**config.mk**
```make
export PLATFORM = sky130hd
export DESIGN_NAME = cpu_muldiv
export DESIGN_NICKNAME = d
export VERILOG_FILES = /design/src/rtl/cpu_pkg.sv /design/src/rtl/cpu_div_step.sv /design/src/rtl/cpu_muldiv.sv
export SDC_FILE = /design/constraint.sdc
export NUM_CORES = 1
export LEC_CHECK = 0
export BUFFER_PORTS_ARGS = -buffer_cell sky130_fd_sc_hd__buf_2
export CAP_MARGIN = 10
export CORE_UTILIZATION = 50
export DETAILED_ROUTE_END_ITERATION = 8
export PLACE_DENSITY = 0.8
export SETUP_SLACK_MARGIN = 0.1
export SYNTH_ARGS = -nofsm -noshare
export SYNTH_HDL_FRONTEND = slang
export SYNTH_HIERARCHICAL = 1
export SYNTH_SLANG_ARGS = --single-unit
```
**constraint.sdc**
```tcl
create_clock -name clk_i -period 3.3 [get_ports clk_i]
set_input_delay 0.495 -clock clk_i [delete_from_list [all_inputs] [get_ports clk_i]]
set_output_delay 0.495 -clock clk_i [all_outputs]
set_load 0.1 [all_outputs]
```
**src/rtl/cpu_pkg.sv**
```systemverilog
// Shared types for the multi-cycle core: the muldiv operation encoding
// (RV32M funct3) and the muldiv sequencer states.
package cpu_pkg;

  typedef enum logic [2:0] {
    OP_MUL    = 3'b000,
    OP_MULH   = 3'b001,
    OP_MULHSU = 3'b010,
    OP_MULHU  = 3'b011,
    OP_DIV    = 3'b100,
    OP_DIVU   = 3'b101,
    OP_REM    = 3'b110,
    OP_REMU   = 3'b111
  } muldiv_op_t;

  typedef enum logic [1:0] {
    ST_IDLE,
    ST_CALC,
    ST_FIX,
    ST_SPECIAL
  } muldiv_state_t;

endpackage

```
**src/rtl/cpu_div_step.sv**
```systemverilog
// Combinational restoring divide step: retires STEP quotient bits, shifting
// dividend bits out of the quotient register into the partial remainder.
module cpu_div_step #(
  parameter int XLEN = 32,
  parameter int STEP = 1
) (
  input  logic [XLEN-1:0] i_rem,
  input  logic [XLEN-1:0] i_quo,
  input  logic [XLEN-1:0] i_div,
  output logic [XLEN-1:0] o_rem,
  output logic [XLEN-1:0] o_quo
);

  logic [XLEN-1:0] w_rem;
  logic [XLEN-1:0] w_quo;
  logic [XLEN:0]   w_trial;

  always_comb begin
    w_rem   = i_rem;
    w_quo   = i_quo;
    w_trial = '0;
    for (int i = 0; i < STEP; i++) begin
      // Partial remainder stays below the divisor, so XLEN+1 bits suffice.
      w_trial = {w_rem, w_quo[XLEN-1]};
      w_quo   = {w_quo[XLEN-2:0], 1'b0};
      if (w_trial >= {1'b0, i_div}) begin
        w_trial  = w_trial - {1'b0, i_div};
        w_quo[0] = 1'b1;
      end
      w_rem = w_trial[XLEN-1:0];
    end
  end

  assign o_rem = w_rem;
  assign o_quo = w_quo;

endmodule

```
**src/rtl/cpu_muldiv.sv**
```systemverilog
// Iterative RV32M multiply/divide unit: magnitude datapath with sign fix-up,
// STEP bits per cycle, start/ready/done handshake with abort.
module cpu_muldiv
  import cpu_pkg::*;
#(
  parameter int XLEN = 32,
  parameter int STEP = 1
) (
  input  logic            clk_i,
  input  logic            rstn_i,
  input  logic            start_i,
  input  logic [2:0]      op_i,
  input  logic [XLEN-1:0] src_a_i,
  input  logic [XLEN-1:0] src_b_i,
  input  logic            abort_i,
  output logic            ready_o,
  output logic            done_o,
  output logic [XLEN-1:0] res_o
);

  localparam int N  = XLEN / STEP;
  localparam int CW = $clog2(N + 1);

  // Handshake: start_i is taken on an edge with ready_o=1 and abort_i=0;
  // done_o is a one-cycle pulse with res_o valid and ready_o already high.
  muldiv_state_t     r_state;
  muldiv_op_t        r_op;
  logic              r_is_div;
  logic              r_neg;
  logic [CW-1:0]     r_cnt;
  logic [2*XLEN-1:0] r_acc;
  logic [XLEN-1:0]   r_b;
  logic              r_done;
  logic [XLEN-1:0]   r_res;

  muldiv_op_t      w_op;
  logic            w_is_div, w_a_sgn, w_b_sgn, w_a_neg, w_b_neg, w_neg;
  logic            w_div0, w_ovf;
  logic [XLEN-1:0] w_a_mag, w_b_mag, w_spec_res;

  assign w_op     = muldiv_op_t'(op_i);
  assign w_is_div = op_i[2];
  assign w_a_sgn  = (w_op == OP_MUL) || (w_op == OP_MULH) || (w_op == OP_MULHSU) ||
                    (w_op == OP_DIV) || (w_op == OP_REM);
  assign w_b_sgn  = (w_op == OP_MUL) || (w_op == OP_MULH) ||
                    (w_op == OP_DIV) || (w_op == OP_REM);
  assign w_a_neg  = w_a_sgn & src_a_i[XLEN-1];
  assign w_b_neg  = w_b_sgn & src_b_i[XLEN-1];
  assign w_a_mag  = w_a_neg ? -src_a_i : src_a_i;
  assign w_b_mag  = w_b_neg ? -src_b_i : src_b_i;
  // Remainder takes the dividend's sign; everything else the product of signs.
  assign w_neg    = (w_is_div && op_i[1]) ? w_a_neg : (w_a_neg ^ w_b_neg);

  assign w_div0   = w_is_div && (src_b_i == '0);
  assign w_ovf    = ((w_op == OP_DIV) || (w_op == OP_REM)) &&
                    (src_a_i == {1'b1, {(XLEN-1){1'b0}}}) && (src_b_i == '1);
  assign w_spec_res = w_div0 ? (op_i[1] ? src_a_i : '1)
                             : (op_i[1] ? '0 : src_a_i);

  // Shift-add: add STEP-bit multiple of the multiplicand to the high half,
  // then shift the whole accumulator right by STEP.
  logic [XLEN+STEP-1:0] w_mul_sum;
  logic [2*XLEN-1:0]    w_mul_next;
  assign w_mul_sum  = {{STEP{1'b0}}, r_acc[2*XLEN-1:XLEN]} +
                      (XLEN+STEP)'(r_b) * (XLEN+STEP)'(r_acc[STEP-1:0]);
  assign w_mul_next = {w_mul_sum, r_acc[XLEN-1:STEP]};

  logic [XLEN-1:0] w_div_rem, w_div_quo;

  cpu_div_step #(.XLEN(XLEN), .STEP(STEP)) u_div_step (
    .i_rem (r_acc[2*XLEN-1:XLEN]),
    .i_quo (r_acc[XLEN-1:0]),
    .i_div (r_b),
    .o_rem (w_div_rem),
    .o_quo (w_div_quo)
  );

  logic [2*XLEN-1:0] w_prod;
  logic [XLEN-1:0]   w_quo_fix, w_rem_fix, w_fix_res;
  assign w_prod    = r_neg ? -r_acc : r_acc;
  assign w_quo_fix = r_neg ? -r_acc[XLEN-1:0] : r_acc[XLEN-1:0];
  assign w_rem_fix = r_neg ? -r_acc[2*XLEN-1:XLEN] : r_acc[2*XLEN-1:XLEN];

  always_comb begin
    w_fix_res = '0;
    case (r_op)
      OP_MUL:                       w_fix_res = w_prod[XLEN-1:0];
      OP_MULH, OP_MULHSU, OP_MULHU: w_fix_res = w_prod[2*XLEN-1:XLEN];
      OP_DIV, OP_DIVU:              w_fix_res = w_quo_fix;
      default:                      w_fix_res = w_rem_fix;
    endcase
  end

  always_ff @(posedge clk_i or negedge rstn_i) begin
    if (!rstn_i) begin
      r_state  <= ST_IDLE;
      r_op     <= OP_MUL;
      r_is_div <= 1'b0;
      r_neg    <= 1'b0;
      r_cnt    <= '0;
      r_acc    <= '0;
      r_b      <= '0;
      r_done   <= 1'b0;
      r_res    <= '0;
    end else begin
      r_done <= 1'b0;
      case (r_state)
        ST_IDLE: begin
          if (start_i && !abort_i) begin
            r_op     <= w_op;
            r_is_div <= w_is_div;
            r_neg    <= w_neg;
            r_b      <= w_b_mag;
            if (w_div0 || w_ovf) begin
              r_acc   <= {{XLEN{1'b0}}, w_spec_res};
              r_state <= ST_SPECIAL;
            end else begin
              r_acc   <= {{XLEN{1'b0}}, w_a_mag};
              r_cnt   <= CW'(N);
              r_state <= ST_CALC;
            end
          end
        end
        ST_CALC: begin
          if (abort_i) begin
            r_state <= ST_IDLE;
          end else begin
            r_acc <= r_is_div ? {w_div_rem, w_div_quo} : w_mul_next;
            r_cnt <= r_cnt - 1'b1;
            if (r_cnt == CW'(1)) r_state <= ST_FIX;
          end
        end
        ST_FIX: begin
          if (!abort_i) begin
            r_res  <= w_fix_res;
            r_done <= 1'b1;
          end
          r_state <= ST_IDLE;
        end
        ST_SPECIAL: begin
          if (!abort_i) begin
            r_res  <= r_acc[XLEN-1:0];
            r_done <= 1'b1;
          end
          r_state <= ST_IDLE;
        end
        default: r_state <= ST_IDLE;
      endcase
    end
  end

  assign ready_o = (r_state == ST_IDLE);
  assign done_o  = r_done;
  assign res_o   = r_res;

endmodule

```
======== After elaboration in Yosys (flattened, before gate mapping) ========
Cells that the tools add are included.
operators by class
  multiplexer cells ....................... 31
  divide/modulo/power cells ............... 0
  equal/unequal tests ..................... 21
  add/subtract/negate cells ............... 8
  multiply operators ...................... 1
  shift-type cells ........................ 0
  bitwise gates (word level) .............. 3
  magnitude comparators ................... 1
  reduce and logical (&&, ||, !) cells .... 28
operators by type and width
  kind                    number
  $mux W32                11
  $mux W64                4
  $neg A32 Y32            4
  $pmux W64 S2            1
  $pmux W32 S3            1
  $eq A32 B32 Y1 const B  2
  $neg A64 Y64            1
  $pmux W32 S2            1
  $add A32 B33 Y33        1
  $ge A33 B32 Y1          1
  $mul A32 B1 Y33         1
  $logic_not A32 Y1       1
  $sub A32 B32 Y32        1
  $mux W6                 3
  $eq A3 B3 Y1 const B    4
  $pmux W6 S2             1
  $eq A3 B2 Y1 const B    3
  $logic_or A1 B1 Y1      8
  $mux W2                 4
  $ne A2 B2 Y1 const B    4
  $eq A3 B1 Y1 const B    2
  $eq A6 B1 Y1 const B    1
  $logic_not A3 Y1        2
  $pmux W2 S3             1
  other kinds (17)        30
storage, ports and cells
  memories ................................ 0
  bits in read-only memories .............. 0
  bits in writable memories ............... 0
  latch bits .............................. 0
  register bits ........................... 142

======== Logic depth before layout (Yosys ltp) ========
Gate-level depths: netlist of run 1.
  word-level depth ........................ 10
  depth in mapped cells ................... 17
  mapped depth without buffers ............ 14

======== Hierarchy ========
Netlist of run 1, hierarchy kept.
by module, submodules not included
  module        instances  area each (um2)  seq. area each (um2)  cells each
  cpu_muldiv    1          12463.2          3528.4                1642
  cpu_div_step  1          2563.7           0.0                   354

======== Least setup slack after synthesis of run 1 ========
No wires, ideal clock.
  path kind ............................... reg2reg
  from .................................... reg r_acc[0]
  to ...................................... reg r_acc[51]
  cell stages (with the launch flop) ...... 14
  period minus slack after synthesis ...... 3274 ps
  required time ........................... 3176 ps
  setup time .............................. 124 ps
  path slack .............................. 26 ps
  arrival ................................. 3150 ps
  cell sequence ........................... dfrtp_1 > clkbuf_1 > clkbuf_1 > and2_1 > ha_1 > fa_1 > a211oi_1 > o21bai_1 > a2111oi_0 > nor2_1 > a41oi_1 > o21ai_0 > mux2i_1 > nand2_1
on the way
  cells in the longest elaborated chain, start to end .. 5
ends and longest elaborated chain
  element                   line               text
  start: declaration        cpu_muldiv.sv:31   logic [2*XLEN-1:0] r_acc;
  start signal: assignment  cpu_muldiv.sv:115  r_acc <= {{XLEN{1'b0}}, w_spec_res};
  start signal: assignment  cpu_muldiv.sv:118  r_acc <= {{XLEN{1'b0}}, w_a_mag};
  start signal: assignment  cpu_muldiv.sv:128  r_acc <= r_is_div ? {w_div_rem, w_div_quo} : w_mul_next;
  $mul A32 B1 Y33           cpu_muldiv.sv:65   (XLEN+STEP)'(r_b) * (XLEN+STEP)'(r_acc[STEP-1:0]);
  $add A32 B33 Y33          cpu_muldiv.sv:64   assign w_mul_sum = {{STEP{1'b0}}, r_acc[2*XLEN-1:XLEN]} +
  $mux W64                  cpu_muldiv.sv:128
  $mux W64                  cpu_muldiv.sv:125  if (abort_i) begin
  $pmux W64 S2              cpu_muldiv.sv:107  case (r_state)
No other way between the ends. The select of a mux whose other input is x is not followed.
A chain may end at the register's enable or synchronous reset.

======== Worst setup path in the final report of run 1 ========
  from .................................... reg r_b[7]
  to ...................................... reg r_acc[42]
on the way
  cells in the longest elaborated chain, start to end .. 5
ends and longest elaborated chain
  element                                                    line                                    text
  start: declaration                                         cpu_muldiv.sv:32                        logic [XLEN-1:0] r_b;
  start signal: assignment                                   cpu_muldiv.sv:113                       r_b <= w_b_mag;
  $sub A32 B32 Y32 / $ge A33 B32 Y1 (equally long branches)  cpu_div_step.sv:27, cpu_div_step.sv:26
  $mux W32 *                                                 cpu_div_step.sv:26                      if (w_trial >= {1'b0, i_div}) begin
  net w_div_rem[10]                                          cpu_muldiv.sv:68                        logic [XLEN-1:0] w_div_rem, w_div_quo;
  $mux W64 *                                                 cpu_muldiv.sv:128
  $mux W64 *                                                 cpu_muldiv.sv:125
  $pmux W64 S2 *                                             cpu_muldiv.sv:107
The timed path passes the listed nets; every way through them passes the cells marked *. The select of a mux whose other input is x is not followed.

==> summary.md, run 1 <==
| Metric | Value |
|---|---|
| Initial antenna violation count | 1 |
| Drt via density | 6.51 |
| Asr flop ratio synth | 1.00 |
| Distinct cell type count of the synthesized netlist | 88 |
| Ys Warns | 6 |
| Synth Area in XOR/XNOR | 0.0781 |
| Syn Nets | 2140 |
| Status | finished clean |
| Row count | 63 |
| Final ANT Viol Nets | 0 |
| Power Total | 18.0 mW |
| Post-Synth Adder-Cell Area | 0.0618 |
| Root Buffer Master | clkbuf_16 |
| Critical Path Fanout Max | 6 |
| Largest family of logic cells by synthesized area | compound AO/OA/AOI/OAI gates |
| Clock skew | 0.0153 ns |
| Crit path kind | flop to flop |
| MaxCap Viol Count | 0 |
| Crit path max-delay cell type | dfrtp_1 |
| Design Area, Final | 0.0183 sq mm |
| Number of setup violations in the final report | 0 |
| Core box area | 0.0296 sq mm |
| Die area | 0.0308 sq mm |
| CTS tree | done |
| DP Wirelength | 42.8 mm |
| Placed inst area | 0.0172 sq mm |
| Cell area power density | 983 mW/mm^2 |
| Initial Utilization | 0.507 |
| Fmax | 0.310 GHz |
| Endpoint class of the critical path | flop |
| CP arrival | 3.56 ns |
| Number of flops mapped to enable cells by yosys | 0 |
| Post-Synth Simple-Gate Area | 0.232 |
| Post-synthesis compound-gate area fraction | 0.270 |
| Fillers | 2664 |
| Crit-path cells | inv_1 > ha_4 > a21oi_2 > a211oi_1 > or3_4 > nor4b_4 > o21ai_2 > a31oi_4 > o21a_4 > inv_8 > buf_12 > mux2_4 > nand2_2 > o31ai_2 > a22o_1 |
| IO Pins | 105 |
| Die Width | 175 um |
| DRC | 0 |
| Synthesized netlist cell count | 1996 |
| Final wirelength | 56.9 mm |
| Maximum vdd ir drop | 0.000504 V |
| Min-delay worst type | primary input to flop |
| Fin crit period | 3.23 ns |
| CTS Buffer Depth | 2 |
| DR WL/cell | 21.8 um |
| Mux cell area share after synthesis | 0.0559 |
| Clock latency on the worst-skew pair | 0.44 ns |
| Max Slew Vio Count | 0 |
| Share of cells above drive strength 1 | 0.235 |
| CP delay by family, top | compound AO/OA/AOI/OAI gates |
| Top FF cell, synth | dfrtp_1 |
| 1st-iter DRT viols | 1872 |
| # clock sinks | 141 |
| Area Overhead vs Synth | 21.7% |
| I/O Buffers | 104 |
| Gpl congestion | 1.01 |
| CP startpoint kind | flop |
| RSZ-0062 raised after global routing | yes |
| Post-synthesis sequential area ratio | 0.235 |
| Vias in the first global route | 15700 |
| Drt first pass iters | 8 |
| Total track usage | 0.360 |
| Routed vias | 17000 |
| Final layout net count | 2354 |
| Max-Slew Margin vs Limit | 0.303 |
| Num CTS Buffers | 17 |
| P_leak | 8.05 nW |
| Least-Margin Pin Slew | 1.04 ns |
| Syn Area/Cell | 7.53 sq um |
| Largest net degree at the start of global routing | 78 |
| Final critical-path share of the clock period | 0.978 |
| CP bufs+invs | 3 |
| Htree depth | 4 |
| Crit-path max cell delay | 0.41 ns |
| N_diodes | 0 |
| Die height | 175 um |
| Final Hold Violating Endpoints | 0 |
| First-pass GRT wire length | 86.7 mm |
| Seq cells post-synth | 141 |
| CTS clk-pin slew, worst paths | 0.07 ns |
| Cell Area, Synth | 0.0150 sq mm |
| Critical path required time | 3.63 ns |
| Total gr overflow | 0 |
-- registers in the layout (all words and copies together) (netlist names) --
| register | cells |
|---|---|
| done_o | 1 |
| r_neg | 1 |
| r_op | 3 |
| r_acc | 64 |
| r_state | 2 |
| res_o | 32 |
| r_b | 32 |
| r_cnt | 6 |
-- routing by layer --
layer | GRT usage | share of wire | vias to the layer above
li1 | - | - | 7719
met2 | 0.539 | 0.44 | 1027
met3 | 0.0784 | 0.11 | 127
met5 | 0 | 0 | -
met1 | 0.507 | 0.42 | 8135
met4 | 0.129 | 0.030 | 0
-- layout by cell type, fill, tap and decap left out, drive strengths merged, types with 44 or more instances in the layout --
master and count:
a21oi 158, and2 44, buf 355, dfrtp 141
ha 71, inv 69, nand2 202, nand3 65
nor2 145, nor3 54, o21ai 211, xnor2 85
xor2 49
-- final timing paths --
check	cells past startpoint	to	from	slack, ns
worst max register to register	15	r_acc[42]$_DFFE_PN0P_	r_b[7]$_DFFE_PN0P_	0.07
worst min-delay path	3	r_op[0]$_DFFE_PN0P_	op_i[0]	0.35
worst min register to register	2	res_o[9]$_DFFE_PN0P_	res_o[9]$_DFFE_PN0P_	0.48
min in group asynchronous	2	res_o[27]$_DFFE_PN0P_	rstn_i	0.56
max in group asynchronous	3	r_op[2]$_DFFE_PN0P_	rstn_i	1.94
worst max-delay path	15	r_acc[42]$_DFFE_PN0P_	r_b[7]$_DFFE_PN0P_	0.07
-- cells by family (layout without fill, tap and decap cells) --
| kind of cell | Yosys count | after routing |
|---|---|---|
| adder cells (fa/ha/maj) | 73 | 73 |
| AO/OA/AOI/OAI | 643 | 643 |
| buffers and inverters | 231 | 458 |
| AND/OR/NAND/NOR | 698 | 698 |
| XOR/XNOR | 134 | 134 |
| multiplexers | 76 | 76 |
| flip-flops | 141 | 141 |
-- worst min-delay path: stages --
cell and delay [ns]:
buf_2 0.11, nand2_1 0.08, nand2_1 0.06
-- synth_stat cells, drive strengths merged (5+ instances only) --
cell type,instances,share of area
a211o,5,0.0029
a211oi,21,0.010
a21o,27,0.013
a21oi,158,0.053
a221oi,13,0.0076
a22o,6,0.0035
a22oi,6,0.0030
a2bb2oi,5,0.0029
a311oi,11,0.0064
a31oi,31,0.014
a32oi,9,0.0052
and2,44,0.018
and3,22,0.0092
buf,49,0.022
clkbuf,113,0.028
dfrtp,141,0.23
ha,71,0.059
inv,68,0.017
mux2,36,0.029
mux2i,40,0.027
nand2,202,0.050
nand2b,11,0.0046
nand3,65,0.022
nand4,26,0.011
nand4b,5,0.0029
nor2,145,0.036
nor2b,14,0.0058
nor3,54,0.018
nor3b,8,0.0043
nor4,22,0.0092
o211ai,14,0.0070
o21a,13,0.0070
o21ai,211,0.071
o21bai,8,0.0040
o22ai,13,0.0054
o31ai,32,0.016
o41ai,18,0.012
or2,10,0.0042
or3,33,0.014
or4,19,0.010
xnor2,85,0.050
xor2,49,0.029
-- stage by stage --
step	util	std cells	TNS, ns	worst slack, ns	hold slack (ns)
5_1_grt	0.617	2613	-0.00244	-0.00244	0.374
2_1_floorplan	-	1996	0	0.0787	0.199
6_report	0.617	2613	0	0.0735	0.349
4_1_cts	0.603	2602	0	0.0662	0.345
3_5_place_dp	0.579	2567	-2.02	-0.293	0.460
3_3_place_gp	0.579	2567	-1.08	-0.265	0.454
-- area by class of cell --
type	instances	area (sq um)	share of cell area
Sequential cell	141	3530	0.193
Clock inverter	13	166	0.00910
Inverter	69	269	0.0147
Timing Repair Buffer	357	2520	0.138
Tap cell	390	488	0.0267
Clock buffer	19	433	0.0237
Multi-Input combinational cell	1624	10900	0.595
-- where the power goes --
| group | switching (mW) | internal [mW] | total (mW) |
|---|---|---|---|
| combinational | 7.76 | 5.28 | 13.0 |
| sequential | 0.599 | 2.31 | 2.91 |
| clock | 0.820 | 1.19 | 2.01 |
-- timing repair --
item / CTS / global route
hold endpoints to repair: 11 / 0
gates resized for setup: 17 / 80
endpoints found under the setup margin: 27 / 40
pin swaps: 8 / 26
buffers inserted: 2 / 10
hold buffers: 1 / 0
gates cloned: 0 / 1
Note: power is estimated with default switching activity, not from simulation.
==> run 2, diff against run 1 <==
- CELL_PAD_IN_SITES_DETAIL_PLACEMENT: unset -> 0
- CELL_PAD_IN_SITES_GLOBAL_PLACEMENT: unset -> 1
- CORE_UTILIZATION: 50 -> 42
- PLACE_DENSITY: 0.8 -> 0.88
==> summary.md, run 2 (synthesized netlist as in run 1, its figures left out) <==
| Metric | Value |
|---|---|
| Max FFs per register | 64 |
| Max Slew Vio Count | 0 |
| DP Wirelength | 43.9 mm |
| Fmax | 0.320 GHz |
| RSZ-0062 raised after global routing | yes |
| P_leak | 7.85 nW |
| Final ANT Viol Nets | 0 |
| Least-Margin Pin Slew | 0.849 ns |
| Hold-fix buffers at CTS | 0 |
| Fillers | 3390 |
| Share of cells above drive strength 1 | 0.226 |
| CTS tree | done |
| Drt via density | 6.22 |
| Root Buffer Master | clkbuf_16 |
| Area Overhead vs Synth | 20.1% |
| Final layout net count | 2326 |
| CTS Buffer Depth | 2 |
| Vias in the first global route | 15200 |
| Biggest register | r_acc |
| Initial Utilization | 0.431 |
| Die Width | 191 um |
| Clock skew | 0.0161 ns |
| Largest net degree at the start of global routing | 83 |
| Final Hold Violating Endpoints | 0 |
| Total track usage | 0.310 |
| Crit path kind | flop to flop |
| Final critical-path share of the clock period | 0.947 |
| Row count | 68 |
| Register-to-Register Path Depth | 10 |
| Number of setup violations in the final report | 0 |
| RR Startpoint | r_acc[28]$_DFFE_PN0P_ |
| Drt first pass iters | 7 |
| MaxCap Viol Count | 0 |
| DR WL/cell | 21.3 um |
| 1st-iter DRT viols | 1773 |
| Gpl congestion | 1.01 |
| DRC | 0 |
| Initial antenna violation count | 2 |
| Die area | 0.0365 sq mm |
| Most frequent cells in the layout | buf_4, nand2_1, o21ai_0, a21oi_1, nor2_1 |
| IO Pins | 105 |
| Fin crit period | 3.13 ns |
| Worst hold slack | 0.0912 ns |
| Cell area power density | 976 mW/mm^2 |
| Final wirelength | 56.6 mm |
| N_diodes | 0 |
| Internal reg-to-reg setup slack | 0.17 ns |
| Reg-to-reg endpoint | res_o[12]$_DFFE_PN0P_ |
| I/O Buffers | 104 |
| Maximum vdd ir drop | 0.000522 V |
| Routed vias | 16500 |
| Num CTS Buffers | 17 |
| Min-delay worst type | primary input to asynchronous set/reset pin |
| Status | finished clean |
| CTS clk-pin slew, worst paths | 0.07 ns |
| Clock latency on the worst-skew pair | 0.44 ns |
| Die height | 191 um |
| Endpoint class of the critical path | flop |
| Power Total | 17.6 mW |
| # clock sinks | 141 |
| Max-Slew Margin vs Limit | 0.432 |
| Total gr overflow | 0 |
| CP startpoint kind | flop |
| First-pass GRT wire length | 87.5 mm |
| Critical Path Fanout Max | 9 |
| Htree depth | 4 |
| CP arrival | 3.42 ns |
| Critical path required time | 3.59 ns |
| Commonest non-fill, non-tap cell in the layout | buf_4 |
| Core box area | 0.0349 sq mm |
## run 2: cell types whose count changed in the layout (fill, tap and decap cells not counted), moves of 3 or more
cell     change
dfrtp_2      +4
o21ai_1      -7
dfrtp_1      -4
a21oi_2      -4
a21oi_1      +3
o21ai_0      +7
buf_4       -25
inv_6        +6
ha_1         -3
## run 2: cell type report
| class | count | area [sq um] | share of cell area |
|---|---|---|---|
| multi-input cells | 1624 | 10800 | 0.600 |
| flip-flops and latches | 141 | 3540 | 0.196 |
| repair buffers | 329 | 2280 | 0.126 |
| well taps | 455 | 569 | 0.0315 |
| clock buffers | 17 | 425 | 0.0236 |
| inverters | 69 | 262 | 0.0145 |
| clock inverters | 15 | 148 | 0.00818 |
## run 2: per-layer routing
layer / vias up / track usage / part of all wire
met5: - / 0 / 0
met4: 0 / 0.105 / 0.029
met3: 109 / 0.0543 / 0.093
met2: 874 / 0.453 / 0.43
met1: 7832 / 0.453 / 0.45
li1: 7663 / - / -
## run 2: worst max-delay path by stage
stage | from | endpoint | slack (ns) | cells after the start
6_report | r_acc[28]$_DFFE_PN0P_ | res_o[12]$_DFFE_PN0P_ | 0.17 | 10
5_1_grt | r_acc[0]$_DFFE_PN0P_ | r_acc[63]$_DFFE_PN0P_ | 0.09 | 14
4_1_cts | r_b[0]$_DFFE_PN0P_ | r_acc[62]$_DFFE_PN0P_ | 0.10 | 13
3_5_place_dp | r_acc[0]$_DFFE_PN0P_ | r_acc[51]$_DFFE_PN0P_ | -0.14 | 11
3_3_place_gp | src_a_i[23] | r_acc[9]$_DFFE_PN0P_ | -0.07 | 10
2_1_floorplan | r_acc[0]$_DFFE_PN0P_ | r_acc[51]$_DFFE_PN0P_ | 0.08 | 13
## run 2: stage by stage
step	setup TNS [ns]	instances	cell area [sq um]	utilization	worst slack, ns
final	0	2650	18000	0.517	0.175
after detailed placement	-0.608	2609	17100	0.489	-0.145
after global routing	0	2650	18000	0.517	0.0857
after global placement	-0.119	2609	17100	0.489	-0.0737
after CTS	0	2641	17700	0.507	0.104
after floorplan	0	1996	15000	-	0.0787
## run 2: repair_timing
item	4_1_cts	5_1_grt
pin swaps	2	20
endpoints found under the hold margin	0	0
setup buffers	0	9
gates cloned	0	0
setup endpoints to repair	16	43
resized for setup	12	70
## run 2: power by group
| part | switching (mW) | leakage [nW] | internal (mW) |
|---|---|---|---|
| logic | 7.59 | 5.82 | 5.14 |
| registers | 0.627 | 1.76 | 2.32 |
| clock network | 0.879 | 0.274 | 1.06 |
## run 2: worst max-delay path: stages (launching register included)
cell	delay, ns
dfrtp_1	0.38
or4_4	0.56
or4_4	0.46
buf_4	0.17
nand4b_1	0.16
buf_4	0.20
nand2_1	0.14
a21oi_1	0.10
o311ai_0	0.53
buf_4	0.20
o22ai_1	0.08
